--- src/rtl/ram_arb2.sv ---
// Two-master round-robin arbiter with lock/burst support in front of one single-port SRAM.
// Drives the active-low SRAM controls and returns registered read data to the owning master.
module ram_arb2 #(
    parameter int AddressWidth = 11,
    parameter int DataWidth    = 144,
    parameter int MaxLock      = 8
) (
    input  logic                    CLK,
    input  logic                    RST,
    input  logic                    m0_req,
    input  logic                    m0_lock,
    input  logic                    m0_we,
    input  logic [AddressWidth-1:0] m0_addr,
    input  logic [DataWidth-1:0]    m0_wdata,
    output logic                    m0_gnt,
    output logic                    m0_rvalid,
    output logic [DataWidth-1:0]    m0_rdata,
    input  logic                    m1_req,
    input  logic                    m1_lock,
    input  logic                    m1_we,
    input  logic [AddressWidth-1:0] m1_addr,
    input  logic [DataWidth-1:0]    m1_wdata,
    output logic                    m1_gnt,
    output logic                    m1_rvalid,
    output logic [DataWidth-1:0]    m1_rdata,
    output logic [AddressWidth-1:0] A,
    output logic [DataWidth-1:0]    D,
    output logic                    CEN,
    output logic                    WEN,
    output logic                    OEN,
    input  logic [DataWidth-1:0]    Q
);

    localparam int CntWidth = $clog2(MaxLock + 1);
    localparam logic [CntWidth-1:0] CntMax = CntWidth'(MaxLock);

    typedef enum logic [1:0] {
        OWN_NONE = 2'd0,
        OWN_M0   = 2'd1,
        OWN_M1   = 2'd2
    } owner_t;

    // last_r: 1'b0 = M0 granted last, 1'b1 = M1 granted last
    logic                last_r, last_s;
    owner_t              owner_r, owner_s;
    logic [CntWidth-1:0] lock_cnt_r, lock_cnt_s;
    logic                m0_rvalid_r, m1_rvalid_r;
    logic                starved_s, gnt0_s, gnt1_s;

    // Lock holder has used up its quota while the other master waits
    always_comb begin
        starved_s = 1'b0;
        case (owner_r)
            OWN_M0:   starved_s = (lock_cnt_r == CntMax) && m1_req;
            OWN_M1:   starved_s = (lock_cnt_r == CntMax) && m0_req;
            OWN_NONE: starved_s = 1'b0;
            default:  starved_s = 1'b0;
        endcase
    end

    // Grant selection: starvation override, then lock hold, then round-robin
    always_comb begin
        gnt0_s = 1'b0;
        gnt1_s = 1'b0;
        if (RST) begin
            gnt0_s = 1'b0;
            gnt1_s = 1'b0;
        end else if (starved_s) begin
            gnt0_s = (owner_r == OWN_M1);
            gnt1_s = (owner_r == OWN_M0);
        end else if ((owner_r == OWN_M0) && m0_req) begin
            gnt0_s = 1'b1;
        end else if ((owner_r == OWN_M1) && m1_req) begin
            gnt1_s = 1'b1;
        end else if (m0_req && m1_req) begin
            gnt0_s = last_r;
            gnt1_s = ~last_r;
        end else if (m0_req) begin
            gnt0_s = 1'b1;
        end else if (m1_req) begin
            gnt1_s = 1'b1;
        end else begin
            gnt0_s = 1'b0;
            gnt1_s = 1'b0;
        end
    end

    // Arbitration state update on accepted access or owner release
    always_comb begin
        last_s     = last_r;
        owner_s    = owner_r;
        lock_cnt_s = lock_cnt_r;
        if (gnt0_s) begin
            last_s = 1'b0;
            if (m0_lock) begin
                owner_s = OWN_M0;
                if ((owner_r == OWN_M0) && m1_req) begin
                    lock_cnt_s = (lock_cnt_r == CntMax) ? lock_cnt_r : lock_cnt_r + CntWidth'(1);
                end else begin
                    lock_cnt_s = {CntWidth{1'b0}};
                end
            end else begin
                owner_s    = OWN_NONE;
                lock_cnt_s = {CntWidth{1'b0}};
            end
        end else if (gnt1_s) begin
            last_s = 1'b1;
            if (m1_lock) begin
                owner_s = OWN_M1;
                if ((owner_r == OWN_M1) && m0_req) begin
                    lock_cnt_s = (lock_cnt_r == CntMax) ? lock_cnt_r : lock_cnt_r + CntWidth'(1);
                end else begin
                    lock_cnt_s = {CntWidth{1'b0}};
                end
            end else begin
                owner_s    = OWN_NONE;
                lock_cnt_s = {CntWidth{1'b0}};
            end
        end else begin
            // No grant outside reset means nobody requests, so any owner has let go
            owner_s    = OWN_NONE;
            lock_cnt_s = {CntWidth{1'b0}};
        end
    end

    // State and read-return registers
    always_ff @(posedge CLK or posedge RST) begin
        if (RST) begin
            last_r      <= 1'b1;
            owner_r     <= OWN_NONE;
            lock_cnt_r  <= {CntWidth{1'b0}};
            m0_rvalid_r <= 1'b0;
            m1_rvalid_r <= 1'b0;
        end else begin
            last_r      <= last_s;
            owner_r     <= owner_s;
            lock_cnt_r  <= lock_cnt_s;
            m0_rvalid_r <= gnt0_s & ~m0_we;
            m1_rvalid_r <= gnt1_s & ~m1_we;
        end
    end

    // SRAM command mux from the granted master
    always_comb begin
        CEN = 1'b1;
        WEN = 1'b1;
        A   = {AddressWidth{1'b0}};
        D   = {DataWidth{1'b0}};
        if (gnt0_s) begin
            CEN = 1'b0;
            WEN = ~m0_we;
            A   = m0_addr;
            D   = m0_wdata;
        end else if (gnt1_s) begin
            CEN = 1'b0;
            WEN = ~m1_we;
            A   = m1_addr;
            D   = m1_wdata;
        end else begin
            CEN = 1'b1;
            WEN = 1'b1;
            A   = {AddressWidth{1'b0}};
            D   = {DataWidth{1'b0}};
        end
    end

    assign m0_gnt    = gnt0_s;
    assign m1_gnt    = gnt1_s;
    assign m0_rvalid = m0_rvalid_r;
    assign m1_rvalid = m1_rvalid_r;
    assign OEN       = ~(m0_rvalid_r | m1_rvalid_r);
    assign m0_rdata  = m0_rvalid_r ? Q : {DataWidth{1'b0}};
    assign m1_rdata  = m1_rvalid_r ? Q : {DataWidth{1'b0}};

endmodule

--- config.mk ---
export PLATFORM = sky130hd
export DESIGN_NAME = ram_arb2
export DESIGN_NICKNAME = d
export VERILOG_FILES = /design/src/rtl/ram_arb2.sv
export SDC_FILE = /design/constraint.sdc
export NUM_CORES = 1
export LEC_CHECK = 0
export ABC_AREA = 1
export CORE_AREA = 2 2 352 354
export DETAILED_ROUTE_END_ITERATION = 8
export DIE_AREA = 0 0 354 356
export PLACE_DENSITY = 0.3
export REMOVE_ABC_BUFFERS = 1
export SLEW_MARGIN = 0
export SYNTH_ARGS = -nofsm -noshare
export SYNTH_HDL_FRONTEND = slang
export SYNTH_SLANG_ARGS = --single-unit
--- constraint.sdc ---
create_clock -name CLK -period 2 [get_ports CLK]
set_input_delay 0.3 -clock CLK [delete_from_list [all_inputs] [get_ports CLK]]
set_output_delay 0.3 -clock CLK [all_outputs]
set_load 0.05 [all_outputs]
; ---- Word-level counts from Yosys, hierarchy flattened
; Cells that the tools add are included.
; W data, S select, Z words.
[totals]
regBits = 9
elab_cells = 61
in_bits = 462
out_inout_bits = 450
[classes]
mux = 37
n_bitwise = 7
reduce_logical = 8
add_sub_neg = 1
eq_ne = 3
[op_table]
columns = cell, n
row1 = $mux W144, 4
row2 = $mux W4, 7
row3 = $mux W11, 2
row4 = $mux W1, 20
row5 = $logic_and A1 B1 Y1, 7
row6 = $mux W2, 3
row7 = $add A4 B1 Y4 const B, 1
row8 = $eq A4 B4 Y1 const B, 1
row9 = $not A1 Y1, 4
row10 = $and A1 B1 Y1, 2
row11 = $eq A2 B1 Y1 const B, 1
row12 = $eq A2 B2 Y1 const B, 1
row13 = $pmux W1 S2, 1
row14 = $reduce_bool A2 Y1, 1
row15 = $or A1 B1 Y1, 1

; ---- Logic depth before layout (Yosys ltp)
[depth]
word_depth = 9
ltp_mapped = 13
depth_no_buf = 11

; ---- Worst setup path after synthesis
; OpenSTA, ideal clock, no wires.
[synth_timing]
path_type = reg2out
startpoint = reg lock_cnt_r[0]
endpoint = out D[57]
stages_incl_launch_ff = 11
arrival_ps = 2577
slack_ps = -877
n_path_buf = 2
required_ps = 1700
path_cell_list = dfrtp_1 > inv_1 > ha_1 > nand2_1 > nor2_4 > nand3_4 > nand2_1 > nand3_2 > buf_6 > clkbuf_2 > o21ai_0
[synth_via]
elab_chain_len = 7
word_cells_on_any_way = 10
cone_classes = eq/ne: 1 / mux: 7 / reduce/logical: 2
[synth_lines]
columns = element, line_no
row1 = from (decl), 46  ; logic [CntWidth-1:0] lock_cnt_r, lock_cnt_s;
row2 = from (signal assigned), 131  ; lock_cnt_r <= {CntWidth{1'b0}};
row3 = from (signal assigned), 137  ; lock_cnt_r <= lock_cnt_s;
row4 = $eq A4 B4 Y1 (*), "54, 55"
row5 = "$logic_and A1 B1 Y1, on equally long branches", "55, 54"
row6 = $pmux W1 S2 (*), 53  ; case (owner_r)
row7 = $mux W1, 68  ; end else if (starved_s) begin
row8 = $mux W1, 65  ; if (RST) begin
row9 = $mux W144, 154  ; end else if (gnt1_s) begin
row10 = $mux W144 (*), 149  ; if (gnt0_s) begin
row11 = to (decl), 27  ; output logic [DataWidth-1:0] D,
; Mark *: on every way between the ends. The rest lies on a longest branch, timed or not.

; ---- Worst setup path after layout
[layout_timing]
startpoint = reg owner_r[0]
endpoint = out D[127]
[layout_via]
elab_chain_len = 8
word_cells_on_any_way = 15
cone_classes = eq/ne: 2 / mux: 11 / reduce/logical: 2
[layout_lines]
columns = element, line_no
row1 = from (decl), 45  ; owner_t owner_r, owner_s;
row2 = from (signal assigned), 136  ; owner_r <= owner_s;
row3 = $eq A2 B2 Y1, "53, 69, 73"
row4 = $logic_and A1 B1 Y1, 73  ; end else if ((owner_r == OWN_M1) && m1_req) begin
row5 = $mux W1, 73
row6 = $mux W1, 71  ; end else if ((owner_r == OWN_M0) && m0_req) begin
row7 = $mux W1, 68
row8 = $mux W1, 65
row9 = $mux W144, 154
row10 = $mux W144 (*), 149
; Marked as above.

==> run metrics <==
chip width=354 microns; CP delay by family, top=buffers and inverters; Syn-to-layout area delta=379%; PnR worst setup slack=-0.700 ns; Critical Path AT=2.40 ns; area leader, netlist=nand2_1; first-pass detailed-route iteration total=5; Clock Skew=0.00107 ns; Async SR Flop Fraction=1.00; Critical Path Start Type=flop; die height=356 microns; R2R depth=12; DR top layer=met5; sequential share of power=0.026; sequential share of the synthesized area=0.0434; CP Data Required Time=1.70 ns; slowest CP cell=dfrtp_1; root buf cell=clkbuf_16; vias in the first global route=11937; Gate power share=0.931; clock sinks=9; Initial Utilization=0.0426; status=complete, but fails checks; worst-skew pair later-pin latency=0.24 ns; vias=11527; largest net degree at the start of global routing=28; Non-Filler Instances=3904; worst min-delay path startpoint=last_r; Worst Path Max Fanout=13; total die area=126000 sq um; period utilisation layout=1.35; final hold vios=0; Crit Path Category=flop to primary output; Switching Share=0.505; post-route minimum period=2.70 ns; Worst Tran Pin Value=0.541 ns; Placer Congestion=0.828; FF+latch count, synth=9; Clock power frac=0.043; WHS Endpoint=last_r; slowest stage delay, CP=0.40 ns; Overall Global Routing Usage=0.131; Final ANT Viol Nets=0; failing checks=setup timing; Cells after DPL=3837; Post-synth EDFFs=0; Synth top cells by count=nand2_1 (625), inv_1 (309), o21ai_1 (89), o21ai_0 (60), clkbuf_1 (42); top cell type's share of synthesized area=0.449; gr ovfl total=0; drt via density=2.95; Mapped Area=5220 sq um; Clock Path Buffers=2; total CTS buffers=3; ranking of synthesized cells by area=nand2_1 (45%), inv_1 (22%), o21ai_1 (8.5%); initial antenna violation count=22; Top cell by count, worst path=buf_12; Synth Flop Type=dfrtp_1; Synth Warn #=0; I/O pin cnt=912; I/O Buffers=911; min-delay worst type=flop to flop; Core Box Area=123000 sq um; CTS clk-pin slew, worst paths=0.04 ns; r2r setup slk=0 ns; first-pass GRT wire length=113000 microns; P per Cell Area=349 nW/um^2; Tot Pwr=8.73 mW; switching power=4.40 mW; final wirelength=88400 microns; DP Wirelength=76200 microns; Int Pwr=4.33 mW; wire per inst=22.6 microns; Met3 Wirelength=6050 microns; layout cells sized above 1=0.431; most frequent cell after synthesis=nand2_1; hold_buf cts=0; Worst R2R Start=owner_r[0]; Final Cell Area=25000 sq um; unrepaired setup endpoints after global routing=yes; fin. max-slew vios=0; Post-Synthesis Cells=1224; crit path cell chain=buf_6 > ha_4 > buf_4 > a21oi_2 > nand2_2 > nand2_4 > nand3_4 > buf_12 > buf_4 > buf_12 > o21ai_2 > buf_6 > buf_12; CP Capture Type=primary output; WL met2=46500 microns; Post-Place Cell Area=21800 sq um; reg2reg end=last_r; DRC=0; Pleak=12.0 nW; max-cap viol count=0; H-tree level count=1; Buf+Inv Stages, Crit Path=7; met1 WL=34900 microns; CTS tree=built; Peak Freq=0.370 GHz; VDD IR max=0.000187 V; Initial DRC Count=432; synth unique cells=28; Final nets=2732; Worst slew margin=0.639; Avg Inst Size Synth=4.27 sq um; placement row count=129; final setup violating endpoints=160; Hold Path Depth=3
==> per-layer routing <==
layer / vias to the layer above / track usage
met5: - / 0
met4: 6 / 0.00814
met3: 57 / 0.0366
met2: 517 / 0.247
met1: 5355 / 0.151
li1: 5592 / -
==> flip-flops by register name, indices dropped and copies added, names as in the netlist <==
register,flops
m1_rvalid,1
lock_cnt_r,4
owner_r,2
m0_rvalid,1
last_r,1
==> kinds of logic after synthesis <==
kind of cell	count (synthesis)	synth area share
XOR/XNOR	1	0.00168
AND/OR/NAND/NOR	658	0.486
flip-flops	9	0.0434
AO/OA/AOI/OAI	160	0.161
buffers and inverters	392	0.299
adder cells (fa/ha/maj)	4	0.00958
==> how the worst max path moves through the flow <==
| stage | start | endpoint | cells past startpoint | slack (ns) |
|---|---|---|---|---|
| after floorplan | lock_cnt_r[0] | A[10] | 8 | -2.54 |
| after global placement | m0_req | D[70] | 9 | -1.25 |
| after detailed placement | m0_req | D[70] | 9 | -1.25 |
| after CTS | lock_cnt_r[1] | D[127] | 15 | -0.75 |
| after global routing | owner_r[1] | D[85] | 14 | -0.79 |
| final | owner_r[0] | D[127] | 13 | -0.70 |
==> worst min-delay path, stage by stage, from the launching register on <==
cell	delay [ns]
dfstp_2	0.36
buf_4	0.13
inv_1	0.06
a21oi_2	0.05
==> area by class of cell <==
type                    instances  area [sq um]
fillers                     13633         97600
repair buffers               1118         16200
multi-input cells             825          5330
well taps                    1637          2050
inverters                     309          1160
flip-flops and latches          9           234
clock buffers                   4          78.8
diodes                          2          5.00
==> cell usage in the layout, fill, tap and decap left out, drive strengths merged <==
cell | Yosys | final
diode | 0 | 2
o21ai | 155 | 155
a21oi | 4 | 4
clkdlybuf4s50 | 0 | 459
nand4 | 1 | 1
nor2 | 8 | 8
xor2 | 1 | 1
inv | 309 | 308
ha | 4 | 4
dfrtp | 8 | 8
a21boi | 1 | 1
clkinvlp | 0 | 1
dfstp | 1 | 1
nand2 | 629 | 631
clkbuf | 43 | 16
nand3 | 11 | 11
nor3 | 9 | 9
dlygate4sd2 | 0 | 2
buf | 40 | 645
==> power by group through the flow <==
stage | Sequential, mW | Combinational (mW) | Clock (mW)
2_1_floorplan | 0.266 | 2.56 | 0
3_3_place_gp | 0.233 | 7.01 | 0
3_5_place_dp | 0.232 | 6.98 | 0
6_report | 0.228 | 8.13 | 0.375
5_1_grt | 0.232 | 8.48 | 0.391
4_1_cts | 0.230 | 7.78 | 0.379
==> through the flow <==
stage / worst slack (ns) / util / TNS (ns) / hold WS (ns)
2_1_floorplan: -2.54 / - / -806.38 / 0.160
3_3_place_gp: -1.25 / 0.178 / -149.57 / 0.595
3_5_place_dp: -1.25 / 0.178 / -145.99 / 0.595
4_1_cts: -0.754 / 0.193 / -102.32 / 0.605
5_1_grt: -0.793 / 0.204 / -112.76 / 0.638
6_report: -0.700 / 0.204 / -96.65 / 0.600
==> timing repair <==
item | 4_1_cts | 5_1_grt
endpoints found under the setup margin | 168 | 186
gates cloned | 10 | 11
gates resized for setup | 385 | 239
pin swaps | 38 | 40
buffers inserted | 32 | 23
Note: power is estimated with default switching activity, not from simulation.
==> RTL change: new RTL, same flow settings <==
Change the parameter `MaxLock` from 8 to 4.
--- a/src/rtl/ram_arb2.sv
+++ b/src/rtl/ram_arb2.sv
@@ -4,5 +4,5 @@
     parameter int AddressWidth = 11,
     parameter int DataWidth    = 144,
-    parameter int MaxLock      = 8
+    parameter int MaxLock      = 4
 ) (
     input  logic                    CLK,
Check against the original RTL: no difference found for any inputs over 4 cycles, from zero or initial values and one cycle with RST high; that may be too few to reach the edited logic, so the function may still have changed.
==> RTL change against the unedited design <==
The run still ends with setup timing left. Largest cell class unchanged. Wire length is 3.8% higher. Critical path type unchanged. Power is 4.6% lower. Synthesized area is 2.9% lower. Sequential cell count is 1 lower. Clock power is 6.7% lower. Worst setup slack better by 0.025 ns. Highest routed layer unchanged. Sequential share of layout area is 0.067 points lower. Cell area is 3.8% lower.
==> RTL change: results (changes against the unedited design) <==
Parameter                              Value

Power
  Worst-case vdd ir drop    0.180 mV (-3.7%)
  Reported leakage power    11.4 nW (-5.0%)

Global routing
  Routing usage on met2    24.3% (-0.37 points)
  GR Util All Layers    13.9% (+0.78 points)
  Number of antenna violations at the first check in global routing    20 (-9.1%)
  Pin count of the biggest net entering global routing    31 (+11%)
  Fraction of met3 tracks used by global routing    4.69% (+1.0 points)
  Global routing usage on met1    16.4% (+1.3 points)
  Via count of the first global-routing pass    11700 (-1.6%)
  Wire length of the first global-routing pass    117000 um (+4.1%)

Layout
  Number of nets in the layout    2638 (-3.4%)
  Layout overhead on the synthesized area    375%
  Fraction of final layout cells sized beyond drive strength 1    39.6% (-3.5 points)
  Largest regs    lock_cnt_r: 3 flops, owner_r: 2 flops
  FILL cells    13700 (+0.43%)
  Number of flip-flops under the largest register name    3 (-1)

Logic synthesis
  Cells taking the most area after synthesis    sky130_fd_sc_hd__nand2_1 46%, sky130_fd_sc_hd__inv_1 23%, sky130_fd_sc_hd__nand3_1 16%, sky130_fd_sc_hd__buf_2 3.9%, sky130_fd_sc_hd__dfrtp_1 3.5%
  Unique cell type count in the Yosys netlist    23 (-18%)
  Share of the yosys chip area belonging to registers    3.97% (-0.36 points)

Worst setup path
  Worst endpoint data arrival time    2.38 ns (-0.02 ns)
  Worst r2r path cells    13 (+1)
  Highest net fanout along the worst path    6 (-7)
  Worst r2r src    owner_r[0]$_DFF_PP0_
  Worst reg2reg endpoint    lock_cnt_r[0]$_DFF_PP0_
  Capturing instance or port of the critical path    D[89]
  Setup crit start    owner_r[1]$_DFF_PP0_

Outcome
  Outcome    finished with violations
  Failing checks    setup timing

Timing
  Clk_skew    0.00291 ns (+0.00184 ns)
  Final number of setup-violating endpoints    159 (-0.63%)
  Worst Max-Slew Pin Slew    0.361 ns (-0.180 ns)
  Worst setup slack after layout    -0.675 ns (+0.0247 ns)

Placement
  Post-DP HPWL    80300 um (+5.3%)
  Area after detailed placement    21200 um2 (-2.6%)
  Final RePlAce weighted congestion    0.858 (+3.6%)

Detailed routing
  Total wire length    91800 um (+3.8%)
  DR iter-0 viols    463 (+7.2%)
  Vias    11100 (-3.8%)

Hold path
  Hold Path Cell Cnt    2 (-1)
RTL change: cell types whose count changed in the layout (fill, tap and decap cells not counted), sizes merged, moves of 8 or more:
cell	change
nand2	-8
buf	-70
clkbuf	-11
o21ai	-153
nand3	+152
diode	+8
RTL change: worst min-delay path by stage:
stage | to | slack (ns)
after global routing | last_r$_DFFE_PP1P_ | 0.60
after CTS | last_r$_DFFE_PP1P_ | 0.51
after floorplan | lock_cnt_r[0]$_DFF_PP0_ | 0.13
after detailed placement | last_r$_DFFE_PP1P_ | 0.51
final | last_r$_DFFE_PP1P_ | 0.52
after global placement | last_r$_DFFE_PP1P_ | 0.50
RTL change: power by group:
group | switching (W) | total, W | internal, W
Clock | 0.0000838 | 0.000350 | 0.000266
Sequential | 0.0000260 | 0.000203 | 0.000177
Combinational | 0.00416 | 0.00778 | 0.00362
RTL change: layout make-up:
class | count | area [um2] | area share, %
repair buffers | 1039 | 15500 | 64.4
multi-input cells | 811 | 5030 | 20.9
well taps | 1637 | 2050 | 8.51
inverters | 308 | 1170 | 4.87
flip-flops and latches | 8 | 209 | 0.868
clock buffers | 4 | 78.8 | 0.327
diodes | 10 | 25.0 | 0.104
repair inverters | 1 | 11.3 | 0.0468
RTL change: metrics by stage:
stage / std cells / power (W) / hold slack (ns) / worst slack [ns] / TNS [ns]
floorplan: 1127 / 0.00275 / 0.132 / -2.80 / -886.29
global placement: 3757 / 0.00714 / 0.503 / -0.838 / -94.23
detailed placement: 3757 / 0.00710 / 0.508 / -0.845 / -95.52
CTS: 3798 / 0.00817 / 0.511 / -0.698 / -93.94
global route: 3816 / 0.00868 / 0.604 / -0.776 / -110.09
finish: 3818 / 0.00833 / 0.521 / -0.675 / -92.81
RTL change: cell families (layout without fill, tap and decap cells):
family	Yosys count	after routing	share of synthesized area [%]
buf+inv	391	1352	30.4
fa+ha+maj	4	4	0.987
compound gates	4	4	0.395
simple gates	802	802	64.1
xor+xnor	1	1	0.173
other cells	0	10	0
flops	8	8	3.97
RTL change: routing by layer:
metal	routed length (um)	part of all wire, %
met1	36800	40
met2	46200	50
met3	7490	8.2
met4	1230	1.3
met5	29	0.032
RTL change: repair_timing:
action | in CTS | in global routing
gates resized for setup | 276 | 189
setup buffers | 21 | 10
pin swaps | 37 | 77
cloned | 16 | 1
endpoints found under the setup margin | 161 | 160
